$ cat config.mk
export PLATFORM = sky130hd
export DESIGN_NAME = fb_wr_sched
export DESIGN_NICKNAME = d
export VERILOG_FILES = /design/src/rtl/fb_pkg.sv /design/src/rtl/rr_arb2.sv /design/src/rtl/fb_wr_sched.sv
export SDC_FILE = /design/constraint.sdc
export NUM_CORES = 1
export LEC_CHECK = 0
export BUFFER_PORTS_ARGS = -buffer_cell sky130_fd_sc_hd__buf_4
export CAP_MARGIN = 20
export CORE_MARGIN = 2
export CORE_UTILIZATION = 51
export CTS_CLUSTER_DIAMETER = 200
export DETAILED_ROUTE_END_ITERATION = 16
export GPL_TIMING_DRIVEN = 0
export PLACE_DENSITY = 0.84
export SLEW_MARGIN = 15
export SYNTH_ARGS = -nofsm -noshare
export SYNTH_HDL_FRONTEND = slang
export SYNTH_SLANG_ARGS = --single-unit
$ cat constraint.sdc
create_clock -name clk -period 2.2 [get_ports clk]
set_input_delay 0.11 -clock clk [delete_from_list [all_inputs] [get_ports clk]]
set_output_delay 0.11 -clock clk [all_outputs]
set_load 0.02 [all_outputs]
$ cat src/rtl/fb_pkg.sv
`default_nettype none
// ============================================================================
// Module   : fb_pkg
// Purpose  : Shared framebuffer geometry, pixel type and write-scheduler
//            FSM state encoding for the SPI-LCD framebuffer path.
// Revision : 1.0 - initial release
// ============================================================================
package fb_pkg;

  // 135 x 240 panel, 3 bytes per pixel
  localparam int FB_DP = 32400;
  localparam int FB_DW = 8;
  localparam int FB_N  = 3;
  localparam int FB_PW = FB_DW * FB_N;
  localparam int FB_AW = $clog2(FB_DP);

  // Pixel word shared by the BRAM instance and the LCD scan-out path
  typedef logic [FB_PW-1:0] pixel_t;

  // Write-port scheduler states
  typedef enum logic [0:0] {
    IDLE = 1'b0,
    FILL = 1'b1
  } fb_state_e;

endpackage : fb_pkg
`default_nettype wire

$ cat src/rtl/rr_arb2.sv
`default_nettype none
// ============================================================================
// Module   : rr_arb2
// Purpose  : Two-requester round-robin arbiter. Grants are combinational
//            from the requests and a one-bit priority pointer; the pointer
//            moves away from the granted requester when o_gnt is consumed
//            (i_adv high).
// Revision : 1.0 - initial release
// ============================================================================
module rr_arb2
  import fb_pkg::*;
(
  input  logic       clk,
  input  logic       rstn,
  input  logic [1:0] i_req,
  input  logic       i_adv,
  output logic [1:0] o_gnt
);

  // 0: requester 0 wins a tie, 1: requester 1 wins a tie
  logic r_pref1;

  // Grant the lone requester, or on a tie the one favoured by the pointer
  always_comb begin
    o_gnt = 2'b00;
    if (i_req == 2'b11) begin
      o_gnt = r_pref1 ? 2'b10 : 2'b01;
    end else begin
      o_gnt = i_req;
    end
  end

  // After every consumed grant, favour the requester that did not win
  always_ff @(posedge clk or negedge rstn) begin
    if (!rstn) begin
      r_pref1 <= 1'b0;
    end else if (i_adv && (o_gnt != 2'b00)) begin
      r_pref1 <= o_gnt[0];
    end
  end

endmodule : rr_arb2
`default_nettype wire

$ cat src/rtl/fb_wr_sched.sv
`default_nettype none
// ============================================================================
// Module   : fb_wr_sched
// Purpose  : Framebuffer BRAM write-port scheduler. Round-robin shares the
//            write port between two pixel writers and provides a fill engine
//            that paints every pixel with one colour. BRAM outputs are
//            registered: a handshake in cycle t writes in cycle t+1.
// Revision : 1.0 - initial release
// ============================================================================
module fb_wr_sched
  import fb_pkg::*;
#(
  parameter  int DP = FB_DP,
  parameter  int DW = FB_DW,
  parameter  int N  = FB_N,
  parameter  int AW = $clog2(DP),
  localparam int PW = DW * N
) (
  input  logic          clk,
  input  logic          rstn,
  input  logic          m0_valid,
  output logic          m0_ready,
  input  logic [AW-1:0] m0_addr,
  input  logic [PW-1:0] m0_data,
  input  logic          m1_valid,
  output logic          m1_ready,
  input  logic [AW-1:0] m1_addr,
  input  logic [PW-1:0] m1_data,
  input  logic          fill_start,
  input  logic [PW-1:0] fill_color,
  output logic          fill_busy,
  output logic          fill_done,
  output logic          err_oor,
  output logic          bram_cea,
  output logic [AW-1:0] bram_addra,
  output logic [PW-1:0] bram_dina
);

  // One extra bit so the range compare stays correct even when DP == 2**AW
  localparam logic [AW:0]   c_dp_ext    = (AW+1)'(DP);
  localparam logic [AW-1:0] c_last_addr = AW'(DP - 1);

  fb_state_e     r_state;
  fb_state_e     w_state_nxt;
  logic [AW-1:0] r_cnt;
  logic [PW-1:0] r_color;
  logic          r_cea;
  logic [AW-1:0] r_addra;
  logic [PW-1:0] r_dina;
  logic          r_done;
  logic          r_err;

  logic          w_idle;
  logic [1:0]    w_gnt;
  logic          w_acc;
  logic [AW-1:0] w_addr;
  logic [PW-1:0] w_data;
  logic          w_in_range;
  logic          w_fill_last;

  assign w_idle      = (r_state == IDLE);
  assign w_fill_last = (r_state == FILL) && (r_cnt == c_last_addr);

  rr_arb2 u_arb (
    .clk   (clk),
    .rstn  (rstn),
    .i_req ({m1_valid, m0_valid}),
    .i_adv (w_acc),
    .o_gnt (w_gnt)
  );

  // Ready only in IDLE and never while reset is held
  assign m0_ready = rstn & w_idle & w_gnt[0];
  assign m1_ready = rstn & w_idle & w_gnt[1];
  assign w_acc    = m0_ready | m1_ready;

  assign w_addr     = m1_ready ? m1_addr : m0_addr;
  assign w_data     = m1_ready ? m1_data : m0_data;
  assign w_in_range = ({1'b0, w_addr} < c_dp_ext);

  // Next-state logic: a fill starts from IDLE and ends after address DP-1
  always_comb begin
    w_state_nxt = r_state;
    unique case (r_state)
      IDLE:    if (fill_start) w_state_nxt = FILL;
      FILL:    if (w_fill_last) w_state_nxt = IDLE;
      default: w_state_nxt = IDLE;
    endcase
  end

  // State register
  always_ff @(posedge clk or negedge rstn) begin
    if (!rstn) begin
      r_state <= IDLE;
    end else begin
      r_state <= w_state_nxt;
    end
  end

  // Fill address counter and colour latch (colour sampled with fill_start)
  always_ff @(posedge clk or negedge rstn) begin
    if (!rstn) begin
      r_cnt   <= '0;
      r_color <= '0;
    end else if (w_idle && fill_start) begin
      r_cnt   <= '0;
      r_color <= fill_color;
    end else if (!w_idle && !w_fill_last) begin
      r_cnt   <= r_cnt + 1'b1;
    end
  end

  // Registered BRAM port plus the done and out-of-range pulses
  always_ff @(posedge clk or negedge rstn) begin
    if (!rstn) begin
      r_cea   <= 1'b0;
      r_addra <= '0;
      r_dina  <= '0;
      r_done  <= 1'b0;
      r_err   <= 1'b0;
    end else begin
      r_done <= w_fill_last;
      r_err  <= w_acc & ~w_in_range;
      if (!w_idle) begin
        r_cea   <= 1'b1;
        r_addra <= r_cnt;
        r_dina  <= r_color;
      end else begin
        r_cea <= w_acc & w_in_range;
        if (w_acc && w_in_range) begin
          r_addra <= w_addr;
          r_dina  <= w_data;
        end
      end
    end
  end

  assign fill_busy  = ~w_idle;
  assign fill_done  = r_done;
  assign err_oor    = r_err;
  assign bram_cea   = r_cea;
  assign bram_addra = r_addra;
  assign bram_dina  = r_dina;

endmodule : fb_wr_sched
`default_nettype wire

==> out/results.txt, run 1 <==
The flow ran to the end, but the final reports show violations. The checks that failed: hold timing. CTS placed an instance of sky130_fd_sc_hd__clkbuf_8 at the clock tree root. The final number of setup-violating endpoints was 0.

The worst register-to-register path ends at bram_dina[10]$_DFFE_PN0P_. The slowest stage of the critical path belongs to the cell sky130_fd_sc_hd__dfrtp_1. The number of CTS-inserted buffers is 9. The final routed wire length divided by cell count works out to 19.4 um.

TritonCTS built the clock tree. The number of top-level pins was 152; the total global routing track utilization was 30.0%. The wire length after detailed routing is 14800 um, and the per-cell via count in the routed design is 6.06. After technology mapping, the gate count stands at 464.

The post-route netlist has 38.7% of its cells at a drive strength greater than 1. The signal on the critical path passes through nor2b_1, and3_1, clkbuf_1, clkbuf_1, a221oi_1, a221oi_2. In this run the critical register-to-register path is launched from fill_busy$_DFF_PN0_. Setup repair after global routing could not meet its margin everywhere.

Subtracting the final worst setup slack from the clock period gives 2.14 ns. The die height is 100 um. The arrival time reported for the critical path endpoint was 2.39 ns; the clock transition time at the flip-flop clock pins of the worst setup and hold paths was 0.09 ns. The tool flagged a number of max-cap violations equal to 0. Summed over all nets, the half-perimeter wirelength after detailed placement is 10200 um. The tools report the count of pins over their slew limit as 0. The logs give 50.4% for the worst-case headroom to the max-slew limit and 83 for the number of hold-slack violations in the final timing report. At the end of routability-driven placement, the weighted congestion stood at 0.988. Ranked by total cell area, the synthesized netlist is headed by sky130_fd_sc_hd__dfrtp_1, sky130_fd_sc_hd__a221oi_2, sky130_fd_sc_hd__mux2i_1.

The number of nets with antenna violations after detailed routing was 0; the required time of the critical path was 2.45 ns. The floorplan has 35 rows. The net count of the finished layout was 756. The number of nets in the synthesized netlist was 572; the number of search-and-repair iterations in the first detailed-routing pass was 5. The kind of path behind the tightest hold check was primary input to asynchronous set/reset pin. The tools report the global-route wire length before repair as 23600 um. The count of synthesis-stage warnings from yosys was 0; the via count of the first global-routing pass was 4640.

Across the VDD grid, the largest voltage drop is 0.557 mV. Summing over every cut layer, the via total after detailed routing is 4639. The sort of element at the end of the critical path was a flop. The die boundary width is 100 um, and the detailed router's first-iteration violation count is 388. For this configuration, the core starts out at a cell density of 51.8%. After the flow finishes, the layout carries non-filler instances totaling 765. The worst setup skew after layout is 0.0121 ns.

The layout overhead on the synthesized area came out at 37.5%. Entering global routing, the biggest net connects 86 pins. The fraction of synthesized cell area taken by the top area cell type works out to 44.1%. In the routed design, unresolved DRC markers number 0.

The die covers 0.0100 sq mm. The run gives 468 MHz as the maximum clock frequency. Number of setup buffers added after CTS: 0. Setup total negative slack on the finished layout was measured at 0 ns.

The proportion of synthesized chip area in sequential cells is 44.1%. Worst hold margin: -0.229 ns. The most instantiated flip-flop cell in the synthesis netlist was sky130_fd_sc_hd__dfrtp_1. The largest fanout on the critical path is 10, and the measured slew at the worst slew-check pin is 0.739 ns.

The cell area that synthesis handed to floorplanning was 0.00471 sq mm. The number of buffer cells added on primary ports works out to 151. In this run, synthesis inferred 0 flip-flops with an integrated enable. The total area inside the core boundary comes to 0.00911 sq mm. The cell total after placement was 726. The run gives 42 as the number of unique standard cell types used by synthesis. The most frequent cell on the critical path is sky130_fd_sc_hd__clkbuf_1.

Across all register-to-register paths, the minimum setup slack is 0.06 ns. Kind of start point of the critical path: a flop. The total of hold buffers inserted after clock tree synthesis was 22; the fraction of the cycle the final worst path needs was 97.2%. Clock tree synthesis found a total of 83 sinks.

The logs give 2.82 nW for the static leakage and 1 for the number of antenna violations at the first check in global routing. Post-synthesis cell type with the largest combined area: sky130_fd_sc_hd__dfrtp_1. The logic depth of the worst register-to-register path is 6, and the worst-skew pair later-pin latency is 0.35 ns. After synthesis, the mean cell area works out to 10.2 sq um.

Counting flops with an async set or reset pin after synthesis yields a share of 100%. The maximum buffer depth of the clock tree was 2. The number of storage elements in the synthesis netlist is 83, and the power density over the cells is 724 mW/mm^2.

The residual overflow from global routing is 0. The critical path in this run is classified as flop to flop. The clock tree synthesis step divided the H-tree into 3 levels.

The largest single stage delay on the critical path is 0.49 ns.
==> final cells by class <==
| type | count | area, sq um |
|---|---|---|
| diodes | 1 | 2.50 |
| plain buffers | 43 | 213 |
| clock buffers | 10 | 138 |
| clock inverters | 6 | 113 |
| fillers | 674 | 2630 |
| inverters | 37 | 139 |
| multi-input cells | 301 | 2300 |
| flip-flops and latches | 83 | 2080 |
| well taps | 111 | 139 |
| repair buffers | 173 | 1360 |
==> worst max-delay path: cells and delay by family (launching register included) <==
family,cells,cell delay [ns]
simple gates,2,0.37
flops,1,0.49
buf+inv,2,0.68
compound gates,2,0.50
==> worst max-delay path by stage <==
| stage | start | to | slack, ns | cells past startpoint |
|---|---|---|---|---|
| floorplan | fill_busy$_DFF_PN0_ | bram_addra[5]$_DFFE_PN0P_ | 0.28 | 6 |
| global placement | rstn | bram_addra[6]$_DFFE_PN0P_ | -0.53 | 7 |
| detailed placement | rstn | bram_addra[7]$_DFFE_PN0P_ | -0.57 | 7 |
| CTS | fill_busy$_DFF_PN0_ | r_cnt[11]$_DFFE_PN0P_ | 0.01 | 5 |
| global route | fill_busy$_DFF_PN0_ | bram_dina[10]$_DFFE_PN0P_ | -0.003 | 6 |
| finish | fill_busy$_DFF_PN0_ | bram_dina[10]$_DFFE_PN0P_ | 0.06 | 6 |
==> cell usage after synthesis, drive strengths merged, types with 5 or more instances <==
library cell / number
mux2i: 40
nand4: 6
buf: 13
a21boi: 6
a211oi: 6
dfrtp: 83
nand2: 45
or2: 33
nor2: 6
nand3: 5
clkbuf: 30
a221oi: 72
inv: 37
o21ai: 29
o31ai: 6
==> placed cells by master (no fill, tap or decap), types with 4 or more instances in the layout <==
master	instances
sky130_fd_sc_hd__buf_4	151
sky130_fd_sc_hd__dfrtp_1	83
sky130_fd_sc_hd__nand2_1	45
sky130_fd_sc_hd__a221oi_1	42
sky130_fd_sc_hd__mux2i_1	40
sky130_fd_sc_hd__inv_1	37
sky130_fd_sc_hd__or2_2	33
sky130_fd_sc_hd__a221oi_2	30
sky130_fd_sc_hd__o21ai_0	27
sky130_fd_sc_hd__clkbuf_1	23
sky130_fd_sc_hd__dlygate4sd3_1	22
sky130_fd_sc_hd__clkbuf_8	11
sky130_fd_sc_hd__clkbuf_2	8
sky130_fd_sc_hd__buf_2	6
sky130_fd_sc_hd__nand4_1	6
sky130_fd_sc_hd__nor2_1	6
sky130_fd_sc_hd__a21boi_0	6
sky130_fd_sc_hd__a211oi_1	6
sky130_fd_sc_hd__o31ai_1	6
sky130_fd_sc_hd__nand3_1	5
sky130_fd_sc_hd__nor4_1	4
sky130_fd_sc_hd__o211ai_1	4
sky130_fd_sc_hd__or3_1	4
==> sequential cells by signal, summed over array words and instances, names as in the netlist <==
| register | cells |
|---|---|
| bram_addra | 15 |
| bram_cea | 1 |
| bram_dina | 24 |
| err_oor | 1 |
| fill_busy | 1 |
| fill_done | 1 |
| r_cnt | 15 |
| r_color | 24 |
| u_arb.r_pref1 | 1 |
==> through the flow <==
stage	utilization [%]	area (sq um)	setup WS, ns	power [W]	hold slack [ns]
floorplan	-	4710	0.279	0.00272	-0.186
global placement	65.7	5990	-0.532	0.00327	0.315
CTS	71.0	6470	0.0136	0.00469	-0.163
finish	71.2	6480	0.0622	0.00469	-0.229
detailed placement	65.7	5990	-0.567	0.00330	0.317
global route	71.2	6480	-0.00257	0.00492	-0.143
==> routing by layer <==
layer | vias up | part of all wire [%] | GRT usage [%] | wire length [um]
li1 | 2103 | - | - | -
met1 | 2249 | 40 | 39.4 | 5950
met2 | 244 | 49 | 49.7 | 7300
met3 | 43 | 7.3 | 4.87 | 1070
met4 | 0 | 3.3 | 12.2 | 488
met5 | - | 0 | 0 | 0
==> logic make-up after synthesis <==
| group | after synthesis | share of synthesized area, % |
|---|---|---|
| buffers and inverters | 80 | 7.11 |
| DFF | 83 | 44.1 |
| muxes | 42 | 8.97 |
| and+or+nand+nor | 119 | 13.0 |
| adders and majority gates | 1 | 0.265 |
| AOI/OAI and AO/OA | 139 | 26.6 |
==> timing repair <==
item / in CTS / in global routing
resized for setup: 5 / 15
endpoints found under the setup margin: 42 / 44
endpoints found under the hold margin: 105 / 83
==> where the power goes <==
group          switching [W]  total (W)  internal, W
logic               0.000633    0.00127     0.000640
registers           0.000237    0.00205      0.00182
clock network       0.000578    0.00137     0.000788
No activity file was read; power rests on OpenSTA's default activity.
==> inputs of run 2 (changes only) <==
--- a/config.mk
+++ b/config.mk
@@ -8,11 +8,11 @@
 export BUFFER_PORTS_ARGS = -buffer_cell sky130_fd_sc_hd__buf_4
 export CAP_MARGIN = 20
 export CORE_MARGIN = 2
-export CORE_UTILIZATION = 51
+export CORE_UTILIZATION = 46
 export CTS_CLUSTER_DIAMETER = 200
 export DETAILED_ROUTE_END_ITERATION = 16
 export GPL_TIMING_DRIVEN = 0
-export PLACE_DENSITY = 0.84
+export PLACE_DENSITY = 0.8
 export SLEW_MARGIN = 15
 export SYNTH_ARGS = -nofsm -noshare
 export SYNTH_HDL_FRONTEND = slang
==> constraint.sdc (replaced) <==
create_clock -name clk -period 1.84 [get_ports clk]
set_input_delay 0.092 -clock clk [delete_from_list [all_inputs] [get_ports clk]]
set_output_delay 0.092 -clock clk [all_outputs]
set_load 0.02 [all_outputs]
==> run 2 against run 1 <==
  * The run still ends with hold timing left
  * Cell count rose by 3.1%
  * Clock skew shrank 0.0017 ns
  * Fmax increased by 22%
  * Sequential share of layout area decreased by 0.92 points
  * Critical path type unchanged
  * Largest power group unchanged
==> out/results.txt, run 2 (synthesized netlist as in run 1, its figures left out) <==
The tool flagged a number of max-cap violations equal to 0. Setup repair after global routing could not meet its margin everywhere. The run gives 14900 um as the wire length after detailed routing. The share of total power consumed by net switching is 30.6%. The tools report the detailed router's first-iteration violation count as 279. Number of buffer cells added on primary ports: 151.

Global routing used 43.7% of the available met2 tracks. For this run, global-route usage on met1 was measured as 36.8%. Die boundary width: 105 um.

Layout overhead on the synthesized area: 41.7%. Combinational logic burns 27.6% of the power. The final standard cell count with taps included and fillers excluded was 789; the per-cell via count in the routed design was 5.75. The top cell types in the final layout, fill and taps aside, are sky130_fd_sc_hd__buf_4, sky130_fd_sc_hd__dfrtp_1, sky130_fd_sc_hd__nand2_1, sky130_fd_sc_hd__a221oi_1, sky130_fd_sc_hd__mux2i_1. Summed over all nets, the switching power comes to 0.00174 W. The routed layout has 4535 vias.

Based on the critical path, the design can be clocked at up to 569 MHz. The final reports fail on hold timing. The flow ran to the end, but the final reports show violations. In this run the power density over the cells is 849 mW/mm^2. The fraction of the cycle the final worst path needs was 95.5%; the count of clock tree sinks was 83. The maximum buffer depth of the clock tree is 2. The run gives 0.0104 ns as the worst setup skew after layout.

Count of pins over their slew limit: 0. The H-tree was split into 3 levels. For the worst setup path, the data required time is 2.09 ns.

The count of nets left with antenna violations once routing finished came out at 0. Summing internal, switching and leakage power gives 0.00567 W. The final instance area came out at 0.00668 sq mm. The via count of the first global-routing pass was 4646. Summed over all nets, the half-perimeter wirelength after detailed placement is 10300 um. The starting density of the core was 47.8%; the clock transition time at the flip-flop clock pins of the worst setup and hold paths was 0.08 ns.

The commonest non-fill, non-tap cell in the layout is sky130_fd_sc_hd__buf_4. The tools report the antenna cell count as 0. The logs give 0 for the final number of setup-violating endpoints and 9 for the number of CTS-inserted buffers. Of the total power, registers draw 43.5%. DRC violations left: 0. For the internal power of the cells, the log shows 0.00394 W. TritonCTS built the clock tree. The kind of start point of the critical path is a flop. After global routing the overflow that remains totals 0.

The root buffer cell chosen for the clock tree is sky130_fd_sc_hd__clkbuf_8. The kind of path behind the tightest hold check is primary input to asynchronous set/reset pin. For the total global routing track utilization, the log shows 27.1%.

For the worst-case headroom to the max-slew limit, the log shows 51.0%. Across the VDD grid, the largest voltage drop is 0.579 mV. Clock latency on the worst-skew pair, taken at its later pin, is 0.35 ns.

The die height is 105 um. The critical path is of the flop to flop type. In this run, the clock network consumes 28.9% of the power. At the pin with the least slew margin, the transition time is 0.730 ns.

STA classifies the critical path endpoint as a flop. The logs give 2.88 nW for the static leakage and 152 for the number of top-level pins. The final layout contains 760 nets.

The tools report the number of antenna violations at the first check in global routing as 0. The floorplan has 36 rows. Placement-stage cell area: 0.00602 sq mm. The largest fanout on the critical path was 10; the shortest clock period the worst path allows after layout was 1.76 ns. Final routed wire length divided by cell count: 18.8 um. At the end of routability-driven placement, the weighted congestion stood at 0.920. Data arrives at the worst endpoint at 2.01 ns. Share of final-layout standard cells stronger than drive strength 1: 41.3%.

The first detailed-routing pass ran for 5 iterations. Including well taps, the total number of placed cells is 748. The die area came out at 0.0111 sq mm. The met3 track utilization from global routing is 3.77%.

The run gives 23900 um as the global-route wire length before repair. The layer flagged by global routing as most heavily used is met2. Number of hold-slack violations in the final timing report: 83.

Buffers inserted to repair hold after CTS numbered 24. Entering global routing, the biggest net connects 86 pins. For the area of the placeable core, the log shows 0.00986 sq mm. For the worst hold margin, the log shows -0.301 ns.
[run 2: cell count changes in the layout (fill, tap and decap cells not counted), sizes merged]
cell,change
clkbuf,-5
diode,-1
dlygate4sd3,+2
clkinvlp,+1
buf,+8
clkinv,-3
[run 2: repair_timing]
item	in CTS	in global routing
endpoints found under the hold margin	107	83
gates cloned	0	0
pin swaps	1	1
setup endpoints to repair	61	51
buffers inserted	3	1
gates resized for setup	29	18
[run 2: layout make-up]
| cell class | count | area, sq um |
|---|---|---|
| fillers | 748 | 3180 |
| multi-input cells | 301 | 2390 |
| flip-flops and latches | 83 | 2080 |
| repair buffers | 179 | 1410 |
| plain buffers | 41 | 246 |
| well taps | 133 | 166 |
| clock buffers | 11 | 151 |
| inverters | 37 | 139 |
| clock inverters | 4 | 97.6 |
[run 2: worst paths after layout]
| kind | start | to | slack [ns] | depth (start not counted) |
|---|---|---|---|---|
| max in group asynchronous | rstn | fill_busy$_DFF_PN0_ | 1.62 | 1 |
| worst max register to register | fill_busy$_DFF_PN0_ | bram_addra[3]$_DFFE_PN0P_ | 0.08 | 7 |
| min in group clk | m1_addr[10] | bram_addra[10]$_DFFE_PN0P_ | 0.11 | 3 |
| worst min register to register | r_cnt[13]$_DFFE_PN0P_ | r_cnt[13]$_DFFE_PN0P_ | 0.53 | 1 |
| worst max-delay path | fill_busy$_DFF_PN0_ | bram_addra[3]$_DFFE_PN0P_ | 0.08 | 7 |
| worst min-delay path | rstn | bram_addra[4]$_DFFE_PN0P_ | -0.30 | 1 |
[run 2: per-layer routing]
layer	up-vias	part of all wire [%]
met4	0	3.1
met3	35	6.0
met5	-	0
met2	193	48
li1	2104	-
met1	2203	43
[run 2: power groups by stage]
stage	registers (W)	logic [W]	clock network (W)
after global placement	0.00247	0.00145	0
after floorplan	0.00262	0.000630	0
final	0.00247	0.00157	0.00164
after CTS	0.00244	0.00154	0.00164
after detailed placement	0.00247	0.00148	0
after global routing	0.00252	0.00171	0.00173
[run 2: stage by stage]
step                      hold slack, ns  TNS (ns)  setup WS (ns)  utilization [%]
final                             -0.301         0         0.0822             67.7
after global routing              -0.234   -0.0406        -0.0406             67.7
after CTS                         -0.241   -0.0197        -0.0197             66.8
after detailed placement           0.299    -38.66         -0.909             61.0
after global placement             0.298    -35.57         -0.877             61.0
after floorplan                   -0.204         0         0.0226                -
[run 2: worst max-delay path, cell delays in order (launching register included)]
cell	delay [ns]
sky130_fd_sc_hd__dfrtp_2	0.39
sky130_fd_sc_hd__and3b_2	0.22
sky130_fd_sc_hd__and2_1	0.16
sky130_fd_sc_hd__buf_6	0.14
sky130_fd_sc_hd__a22o_1	0.21
sky130_fd_sc_hd__buf_6	0.14
sky130_fd_sc_hd__buf_6	0.15
sky130_fd_sc_hd__a221oi_2	0.24
==> inputs of run 3 (changes only) <==
==> constraint.sdc (replaced) <==
create_clock -name clk -period 1.6 [get_ports clk]
set_input_delay 0.08 -clock clk [delete_from_list [all_inputs] [get_ports clk]]
set_output_delay 0.08 -clock clk [all_outputs]
set_load 0.02 [all_outputs]
==> run 3 against run 2 <==
  * The run ends with hold timing, setup timing left
  * Flip-flop and latch count did not move
  * Utilization grew 6.8 points
  * Count of clock-buffer cells in the layout decreased by 1
  * Combinational power grew 37%
  * Register-to-register slack got worse by 0.23 ns
  * Non-clock buffer count increased by 16
  * Critical path depth is 2 lower
  * Total power is 25% higher
  * Largest power group unchanged
==> out/results.txt, run 3 (synthesized netlist as in run 1, its figures left out) <==
For the via count of the first global-routing pass, the log shows 4941. The first global-routing pass estimated 25000 um of wire. IR analysis of the VDD net gives a maximum drop of 0.606 mV. The worst setup path is captured at a flop.

Maximum buffer depth of the clock tree: 2. The tools report the area of the placeable core as 0.00986 sq mm. The number of hold-slack violations in the final timing report was 83; the DRC violations left was 0. The worst path uses 109% of the clock period. The share of final-layout standard cells stronger than drive strength 1 was 51.7%; the antenna cell count was 0. The run gives 1.83 ns as the required time of the critical path. The largest fanout on the critical path was 10; the residual overflow from global routing was 0. Wires add up to 16400 um. Leaving out fill and tap cells, the most frequent cell in the layout is sky130_fd_sc_hd__buf_4. At the end of the flow, the number of nets in the layout was 776.

Summing all non-filler instances in the final layout gives an area of 0.00735 sq mm. Measured along the x axis, the die boundary spans 105 um. In the final layout, flip-flops and latches occupy 0.00208 sq mm. The run gives 1.98 ns as the arrival time reported for the critical path endpoint.

Before antenna repair, the detailed router went through 5 iterations. For the final number of setup-violating endpoints, the log shows 39. For the total global routing track utilization, the log shows 28.6%.

The library cell contributing the largest single delay on the critical path was sky130_fd_sc_hd__dfrtp_2. The worst-case setup margin in the final layout came out at -0.150 ns. The placement-stage cell area was 0.00608 sq mm; the worst-skew pair later-pin latency was 0.36 ns. The static leakage came out at 3.18 nW. The completed layout was analyzed and its total power is 0.00708 W.

The layout overhead on the synthesized area came out at 56.0%. The final routed wire length divided by cell count came out at 20.4 um. For this design the top-level I/O count stands at 152.

For this design the ratio of total power to cell area is 964 mW/mm^2. The cell total after placement came out at 748. Critical path start-end classification: flop to flop.

The run finished, with violations left. The die area is 0.0111 sq mm, and the number of max-cap violations is 0. The worst path in the final design needs a cycle of 1.75 ns, including I/O delays and setup. Via count of the routed design: 4835. Setup repair after global routing could not meet its margin everywhere. Headroom to the max-slew limit came out at 48.7%. CTS built an H-tree with a depth of 3. The clock root buffer master is sky130_fd_sc_hd__clkbuf_8. The kind of path behind the tightest hold check was primary input to asynchronous set/reset pin.

Walking the worst path, the cells encountered are and3b_2, and2_4, buf_4, mux2i_2, a221oi_4. The checks that failed: hold timing, setup timing. The logs give 0 for the count of pins over their slew limit and 86 for the largest net degree at the start of global routing. For the pin with the worst max-slew slack, the measured transition is 0.765 ns. In this run, the number of DRC markers left after iteration 0 of detailed routing was 309. The area taken by multi-input logic gates was 0.00278 sq mm.

Buffers inserted during clock tree synthesis total 9. In the layout the commonest cells are sky130_fd_sc_hd__buf_4, sky130_fd_sc_hd__dfrtp_1, sky130_fd_sc_hd__nand2_1, sky130_fd_sc_hd__a221oi_2, sky130_fd_sc_hd__inv_1. The tools report the count of clock tree sinks as 83.

The per-cell via count in the routed design is 6.00. Once detail routing completed, the nets flagged for antenna violations numbered 0. The layout has 628 filler cells. Sum of net half-perimeters after detailed placement: 10600 um. TritonCTS built the clock tree.

Clock skew on the completed layout was measured at 0.0112 ns. Final standard cell count with taps included and fillers excluded: 806. Clock transition time at the flip-flop clock pins of the worst setup and hold paths: 0.10 ns.

In this design, the stage delay of the slowest critical-path cell is 0.44 ns. The starting density of the core is 47.8%. The logs give 24 for the total of hold buffers inserted after clock tree synthesis and -1.00 ns for the post-place setup slack. Routability-driven placement finished with a final weighted congestion of 0.936. The worst setup path is launched from a flop. Die height: 105 um. The floorplan has 36 rows.

The number of antenna violations at the first check in global routing is 0, and the worst hold margin is -0.315 ns. Derived from the worst setup path, the maximum achievable clock frequency is 571 MHz. Buffers placed on the I/O ports in this run total 151.
run 3: cell types whose count changed in the layout (fill, tap and decap cells not counted), moves of 3 or more:
| cell | before | now |
|---|---|---|
| sky130_fd_sc_hd__a221oi_1 | 41 | 19 |
| sky130_fd_sc_hd__dfrtp_2 | 2 | 6 |
| sky130_fd_sc_hd__mux2i_1 | 39 | 26 |
| sky130_fd_sc_hd__buf_2 | 4 | 0 |
| sky130_fd_sc_hd__clkbuf_1 | 17 | 7 |
| sky130_fd_sc_hd__buf_4 | 157 | 173 |
| sky130_fd_sc_hd__a221oi_2 | 29 | 44 |
| sky130_fd_sc_hd__dfrtp_1 | 81 | 77 |
| sky130_fd_sc_hd__buf_12 | 0 | 3 |
| sky130_fd_sc_hd__mux2i_2 | 1 | 12 |
| sky130_fd_sc_hd__a221oi_4 | 2 | 9 |
| sky130_fd_sc_hd__clkbuf_2 | 8 | 15 |
run 3: layout make-up:
type / count / share of cell area, %
Tap cell: 133 / 2.26
Buffer: 40 / 4.27
Inverter: 37 / 1.89
Clock buffer: 10 / 1.87
Clock inverter: 6 / 1.85
Sequential cell: 83 / 28.3
Multi-Input combinational cell: 301 / 37.7
Timing Repair Buffer: 196 / 21.8
run 3: critical path: cells and delay by family, from the launching register on:
family | cells | cell delay, ns
AO/OA/AOI/OAI | 1 | 0.11
multiplexers | 1 | 0.36
AND/OR/NAND/NOR | 2 | 0.45
flip-flops | 1 | 0.44
buffers and inverters | 1 | 0.26
run 3: where the power goes:
group          leakage [nW]  total, W  internal, W  switching, W
Clock                 0.133   0.00206      0.00124      0.000816
Combinational          2.07   0.00215      0.00111       0.00104
Sequential            0.972   0.00288      0.00251      0.000372
run 3: what timing repair did:
item                                    CTS  global route
gates resized for setup                  67            63
endpoints found under the hold margin   107            83
setup buffers                            14             5
pin swaps                                 8             7
endpoints found under the setup margin   68            69
gates cloned                              1             1
run 3: path summary, 6_finish.rpt:
check	endpoint	cells after the start	start	slack [ns]
worst max register to register	bram_dina[10]$_DFFE_PN0P_	5	fill_busy$_DFF_PN0_	-0.15
worst max-delay path	bram_dina[10]$_DFFE_PN0P_	5	fill_busy$_DFF_PN0_	-0.15
worst min-delay path	bram_dina[20]$_DFFE_PN0P_	1	rstn	-0.32
max in group asynchronous	r_cnt[6]$_DFFE_PN0P_	1	rstn	1.38
worst min register to register	r_cnt[14]$_DFFE_PN0P_	1	r_cnt[14]$_DFFE_PN0P_	0.51
min in group clk	bram_addra[0]$_DFFE_PN0P_	3	m1_addr[0]	0.09
run 3: metal layers:
layer	routed length [um]	vias to the layer above	track usage, %
met3	1130	66	3.59
met4	722	0	14.2
met1	6460	2366	36.8
li1	-	2147	-
met2	8130	256	47.4
met5	0	-	0
run 3: metrics by stage:
stage	hold WS [ns]	TNS, ns	utilization (%)
3_5_place_dp	0.289	-46.46	61.6
2_1_floorplan	-0.216	-4.78	-
6_report	-0.315	-2.49	74.5
4_1_cts	-0.267	-0.955	71.0
3_3_place_gp	0.285	-43.95	61.6
5_1_grt	-0.242	-4.45	74.5
